===== config.mk =====
export PLATFORM = sky130hd
export DESIGN_NAME = pipe_stall_ctrl
export DESIGN_NICKNAME = d
export VERILOG_FILES = /design/src/rtl/pipe_stall_ctrl_pkg.sv /design/src/rtl/pipe_stall_ctrl_div_cycle_counter.sv /design/src/rtl/pipe_stall_ctrl.sv
export SDC_FILE = /design/constraint.sdc
export NUM_CORES = 1
export LEC_CHECK = 0
export BUFFER_PORTS_ARGS = -buffer_cell sky130_fd_sc_hd__buf_2
export CAP_MARGIN = 20
export CORE_ASPECT_RATIO = 1.5
export CORE_UTILIZATION = 46
export CTS_CLUSTER_DIAMETER = 100
export CTS_CLUSTER_SIZE = 24
export DETAILED_ROUTE_END_ITERATION = 8
export PLACE_DENSITY = 0.88
export SYNTH_ARGS = -nofsm -noshare
export SYNTH_HDL_FRONTEND = slang
export SYNTH_HIERARCHICAL = 1
export SYNTH_SLANG_ARGS = --single-unit

===== constraint.sdc =====
create_clock -name clk -period 2.45 [get_ports clk]
set_input_delay 0.1225 -clock clk [delete_from_list [all_inputs] [get_ports clk]]
set_output_delay 0.1225 -clock clk [all_outputs]
set_load 0.02 [all_outputs]

===== src/rtl/pipe_stall_ctrl_pkg.sv =====
// Shared definitions for the pipeline stall/flush sequencer: stall-vector
// bit positions, FSM state encoding, default exception vector and PC width.
// The PC bus width can be overridden globally via the PIPE_PC_W macro.
`ifndef PIPE_PC_W
`define PIPE_PC_W 32
`endif

package pipe_stall_ctrl_pkg;

    localparam int PC_W    = `PIPE_PC_W;
    localparam int STALL_W = 4;

    // Bit positions in the hold vector, ordered front-end to back-end
    localparam int STALL_PC    = 0;
    localparam int STALL_IFID  = 1;
    localparam int STALL_IDEX  = 2;
    localparam int STALL_EXMEM = 3;

    localparam logic [PC_W-1:0] EXC_VEC_DEFAULT = 32'hBFC00380;

    typedef enum logic [1:0] {
        ST_RUN   = 2'd0,
        ST_DIV   = 2'd1,
        ST_FLUSH = 2'd2
    } stall_state_e;

    // A stage that holds must also hold every register upstream of it, so a
    // request from stage 'idx' sets all bits from PC up to and including idx.
    function automatic logic [STALL_W-1:0] hold_upto(input int idx);
        logic [STALL_W-1:0] m;
        m = '0;
        for (int i = 0; i < STALL_W; i++) begin
            m[i] = (i <= idx);
        end
        return m;
    endfunction

endpackage


===== src/rtl/pipe_stall_ctrl_div_cycle_counter.sv =====
// Down-counter used to time multi-cycle EX operations (divide today,
// potentially multiply later). Load has priority over decrement; the count
// parks at zero and 'zero' flags the final cycle of the operation.
module div_cycle_counter #(
    parameter int CNT_W = 5
) (
    input  logic             clk,
    input  logic             rst_n,
    input  logic             load,
    input  logic [CNT_W-1:0] load_val,
    input  logic             en,
    output logic             zero
);

    logic [CNT_W-1:0] count;

    // Load a fresh cycle budget or count down while the operation advances
    always_ff @(posedge clk or negedge rst_n) begin
        if (!rst_n) begin
            count <= '0;
        end else if (load) begin
            count <= load_val;
        end else if (en && (count != '0)) begin
            count <= count - 1'b1;
        end
    end

    assign zero = (count == '0);

endmodule


===== src/rtl/pipe_stall_ctrl.sv =====
// Central stall/flush sequencer for the 5-stage pipeline.
// Merges hold requests from IF/ID/EX/MEM into one hold vector, sequences
// multi-cycle divides and issues a one-cycle flush with redirect PC on
// exception or ERET.
// Optional: define PIPE_PERF_CNT_EN to add a saturating stall-cycle counter.
module pipe_stall_ctrl
    import pipe_stall_ctrl_pkg::*;
#(
    parameter int              DIV_CYCLES = 32,
    parameter logic [PC_W-1:0] EXC_VEC    = EXC_VEC_DEFAULT,
    parameter int              PERF_W     = 32
) (
    input  logic                clk,
    input  logic                rst,
    input  logic                if_stall_req,
    input  logic                id_stall_req,
    input  logic                ex_div_start,
    input  logic                mem_stall_req,
    input  logic                exc_valid,
    input  logic                exc_eret,
    input  logic [PC_W-1:0]     cp0_epc,
    output logic [STALL_W-1:0]  stall,
    output logic                flush,
    output logic [PC_W-1:0]     new_pc,
    output logic                div_busy,
    output logic                div_done,
    output logic [PERF_W-1:0]   stall_cycles
);

    localparam int CNT_W = $clog2(DIV_CYCLES);
    localparam logic [CNT_W-1:0] DIV_LOAD = CNT_W'(DIV_CYCLES - 1);

    stall_state_e    state_q;
    stall_state_e    state_d;
    logic            cnt_load;
    logic            cnt_en;
    logic            cnt_zero;
    logic            exc_take;
    logic [PC_W-1:0] new_pc_q;

    // A divide only starts from RUN and only if no exception claims the cycle.
    // The count freezes while MEM holds the whole pipe.
    assign cnt_load = (state_q == ST_RUN) && ex_div_start && !exc_valid;
    assign cnt_en   = (state_q == ST_DIV) && !mem_stall_req;

    // Exceptions are accepted in RUN and DIV, even under a MEM stall
    assign exc_take = exc_valid && (state_q != ST_FLUSH);

    div_cycle_counter #(
        .CNT_W (CNT_W)
    ) u_div_cnt (
        .clk      (clk),
        .rst_n    (rst),
        .load     (cnt_load),
        .load_val (DIV_LOAD),
        .en       (cnt_en),
        .zero     (cnt_zero)
    );

    // Sequencer state register
    always_ff @(posedge clk or negedge rst) begin
        if (!rst) begin
            state_q <= ST_RUN;
        end else begin
            state_q <= state_d;
        end
    end

    // Next-state and divide/flush status decode
    always_comb begin
        state_d  = state_q;
        div_busy = 1'b0;
        div_done = 1'b0;
        flush    = 1'b0;
        case (state_q)
            ST_RUN: begin
                if (exc_valid) begin
                    state_d = ST_FLUSH;
                end else if (ex_div_start) begin
                    state_d = ST_DIV;
                end
            end
            ST_DIV: begin
                div_busy = 1'b1;
                if (exc_valid) begin
                    // Aborted divide never reports completion
                    state_d = ST_FLUSH;
                end else if (cnt_zero && !mem_stall_req) begin
                    div_done = 1'b1;
                    state_d  = ST_RUN;
                end
            end
            ST_FLUSH: begin
                flush   = 1'b1;
                state_d = ST_RUN;
            end
            default: begin
                state_d = ST_RUN;
            end
        endcase
    end

    // Hold vector: the furthest-downstream requester decides how much is held
    always_comb begin
        stall = '0;
        if (state_q == ST_FLUSH) begin
            stall = '0;
        end else if (mem_stall_req) begin
            stall = hold_upto(STALL_EXMEM);
        end else if ((state_q == ST_DIV) && !div_done) begin
            stall = hold_upto(STALL_IDEX);
        end else if (id_stall_req) begin
            stall = hold_upto(STALL_IFID);
        end else if (if_stall_req) begin
            stall = hold_upto(STALL_PC);
        end
    end

    // Capture the redirect target when the exception is accepted so it is
    // stable during the following flush cycle regardless of cp0_epc
    always_ff @(posedge clk or negedge rst) begin
        if (!rst) begin
            new_pc_q <= '0;
        end else if (exc_take) begin
            new_pc_q <= exc_eret ? cp0_epc : EXC_VEC;
        end
    end

    assign new_pc = new_pc_q;

`ifdef PIPE_PERF_CNT_EN
    logic [PERF_W-1:0] perf_q;

    // Count cycles in which the PC is held, saturating at all-ones
    always_ff @(posedge clk or negedge rst) begin
        if (!rst) begin
            perf_q <= '0;
        end else if (stall[STALL_PC] && (perf_q != '1)) begin
            perf_q <= perf_q + 1'b1;
        end
    end

    assign stall_cycles = perf_q;
`else
    assign stall_cycles = '0;
`endif

endmodule


==> flow_metrics.env <==
export IMPL_status="finished, final reports clean"
export IMPL_layout_min_cycle_time_ps=2310
export IMPL_path_class="reg2out"
export IMPL_rows=30
export IMPL_finClkSkew_ps=2.56
export IMPL_rsz0062_at_grt="false"
export IMPL_grtUsageMet3=0.0313
export IMPL_drv_slew=0
export IMPL_fillers=432
export IMPL_tightest_slew_ps=841
export IMPL_htree_levels=2
export IMPL_reg2reg_depth=5
export IMPL_grt_pass1_wl_um=6910
export IMPL_dp_slack_ps=435
export IMPL_n_antenna_cell=0
export IMPL_start_util=0.480
export IMPL_clk_pin_slew_worst_paths_ps=80
export IMPL_via_per_inst=4.92
export IMPL_r2r_start="state_q[0]$_DFFE_PN0P_"
export IMPL_power_mw=1.77
export IMPL_ys_types=35
export IMPL_slew_limit_headroom=0.439
export IMPL_grt_max_degree=40
export IMPL_root_buffer="clkbuf_8"
export IMPL_timing_fmax_mhz=433
export IMPL_grt_pass1_vias=1578
export IMPL_fp_dieArea_um2=5030
export IMPL_startpoint_type="flop"
export IMPL_synth_area_leader_cell="dfrtp_1"
export IMPL_grt_use_met2=0.338
export IMPL_ios=111
export IMPL_post_cts_buffers=0
export IMPL_cts_made_buffers=5
export IMPL_drt_iter0_markers=43
export IMPL_netlist_instances=214
export IMPL_ir_drop_v=0.000420
export IMPL_wirelength_um=4290
export IMPL_power_density_nw_per_um2=686
export IMPL_hold_class="in2reg"
export IMPL_end_kind="output port"
export IMPL_final_layout_size_suffix_gt1_frac=0.397
export IMPL_grtUsageTotal=0.176
export IMPL_synth_cell_area_um2=2180
export IMPL_num_vias=1742
export IMPL_postLayoutCoreUtil=0.570
export IMPL_clockBufferDepth=2
export IMPL_yosysWarnings=6
export IMPL_maxCapViolations=0
export IMPL_die_x_um=58.2
export IMPL_tns_ps=0
export IMPL_synth_area_leaders="dfrtp_1, buf_4, a21bo_2"
export IMPL_grt_ovfl_total=0
export IMPL_synth_top_area_share=0.448
export IMPL_fin_nets=330
export IMPL_ant_nets=0
export IMPL_final_setup_viol_count=0
export IMPL_antenna_found_initial=0
export IMPL_syn_area_per_cell_um2=10.2
export IMPL_hpwl_um=3130
export IMPL_wl_per_cell_um=12.1
export IMPL_stdcell_count=354
export IMPL_min_from="cp0_epc[23]"
export IMPL_insertion_delay_ps=280
export IMPL_min_period_over_period=0.942
export IMPL_die_h_um=86.3
export IMPL_rr_endpoint="u_div_cnt/count[3]$_DFFE_PN0P_"
export IMPL_dr_pass1_iters=4
export IMPL_gp_congestion=0.805
export IMPL_port_buffers=78
export IMPL_area_delta_synth_final_pct=18.6
export IMPL_reg2reg_slack_ps=380
export IMPL_synth_seq_area_share=0.448
export IMPL_place_inst=345
export IMPL_use_met1=0.190
export IMPL_busiest_layer="met2"
export IMPL_ys_seq_elements=39
export IMPL_crit_required_ps=2330
export IMPL_drc=0
export IMPL_cts_tree="yes"
export IMPL_holdPathStages=3
export IMPL_worstPathMaxFanout=5
export IMPL_p_leak_nw=1.34
export IMPL_arrival_ps=2180
export IMPL_finalHoldViolations=0
export IMPL_cts_sinks=39
export IMPL_worst_slack_ps=143
export IMPL_hold_path_end="new_pc[23]$_DFFE_PN0P_"
export IMPL_core_um2=4540
-- routing by layer --
layer,share of wire,routed length (um),vias to the layer above
li1,-,-,839
met2,0.54,2340,68
met3,0.045,193,5
met5,0,0,-
met1,0.40,1710,830
met4,0.011,48,0
-- cells by family after synthesis --
group / synth area share
simple gates: 0.138
flops: 0.448
compound gates: 0.217
fa+ha+maj: 0.00574
buf+inv: 0.188
other cells: 0.00344
-- cell type report --
type / instances / area, um2 / share of cell area
timing repair buffer: 82 / 423 / 0.163
inverter: 16 / 60.1 / 0.0232
multi-input combinational: 145 / 931 / 0.360
clock buffer: 6 / 82.6 / 0.0319
sequential: 39 / 976 / 0.377
clock inverter: 2 / 35.0 / 0.0135
tap: 64 / 80.1 / 0.0309
-- where the power goes --
part | switching (mW) | total, mW | internal [mW]
logic | 0.281 | 0.445 | 0.164
clock network | 0.220 | 0.550 | 0.330
registers | 0.0546 | 0.780 | 0.726
total | 0.556 | 1.77 | 1.22
-- worst max-delay path, stage by stage (launching register included) --
cell	delay, ps
dfrtp_1	380
inv_1	110
ha_1	170
or4b_4	500
inv_1	130
nand2b_1	130
a211oi_2	220
o21ai_0	90
buf_2	170
-- cell usage after synthesis --
master / n
nand4_1: 20
nor3_1: 1
dfrtp_1: 39
and3_1: 1
or4b_1: 1
buf_1: 1
nand2b_4: 1
buf_4: 33
and2_1: 1
or4b_4: 1
and3_4: 1
inv_1: 16
or3_1: 3
nor4b_1: 1
o31a_1: 1
o21ai_0: 5
clkbuf_1: 6
o31ai_1: 1
a211oi_1: 1
a21oi_1: 18
buf_6: 5
nand2_1: 5
a21oi_2: 1
o31ai_2: 1
nand2_2: 1
conb_1: 2
nor2b_1: 6
a21bo_2: 19
ha_1: 1
o21bai_1: 1
nand2b_1: 2
nand3b_1: 1
a41oi_1: 12
a21bo_1: 1
buf_2: 4
-- cells in the final DEF, fill, tap and decap left out, types with 2 or more instances in the layout --
master	n
a21bo_2	19
a21oi_1	18
buf_4	3
buf_2	78
conb_1	37
nand2_1	5
inv_1	16
o21ai_0	5
nor2b_1	6
or3_1	3
nand2b_1	2
dfrtp_1	39
clkbuf_8	6
a41oi_1	12
nand4_1	20
-- per-stage QoR --
| stage | area, um2 | hold slack, ps |
|---|---|---|
| global placement | 2450 | 274 |
| floorplan | 2310 | -173 |
| finish | 2590 | 99.5 |
| global route | 2590 | 109 |
| CTS | 2580 | 92.9 |
| detailed placement | 2450 | 286 |
-- sequential cells by signal, indices dropped and copies added (netlist names) --
name / count
new_pc: 32
u_div_cnt/count: 5
state_q: 2
-- worst max-delay path by stage --
stage,end,cells past startpoint,slack (ps),startpoint
floorplan,u_div_cnt/count[3]$_DFFE_PN0P_,5,330,state_q[1]$_DFFE_PN0P_
global placement,u_div_cnt/count[3]$_DFFE_PN0P_,5,510,state_q[0]$_DFFE_PN0P_
detailed placement,u_div_cnt/count[3]$_DFFE_PN0P_,5,430,state_q[0]$_DFFE_PN0P_
CTS,stall[1],8,140,u_div_cnt/count[0]$_DFFE_PN0P_
global route,stall[1],8,20,u_div_cnt/count[0]$_DFFE_PN0P_
finish,stall[1],8,140,u_div_cnt/count[0]$_DFFE_PN0P_
-- timing repair --
action / in CTS / in global routing
gates resized for setup: 0 / 1
endpoints found under the setup margin: 0 / 1
hold buffers: 1 / 0
hold endpoints to repair: 39 / 0
Power figures use the tool's default switching activity.
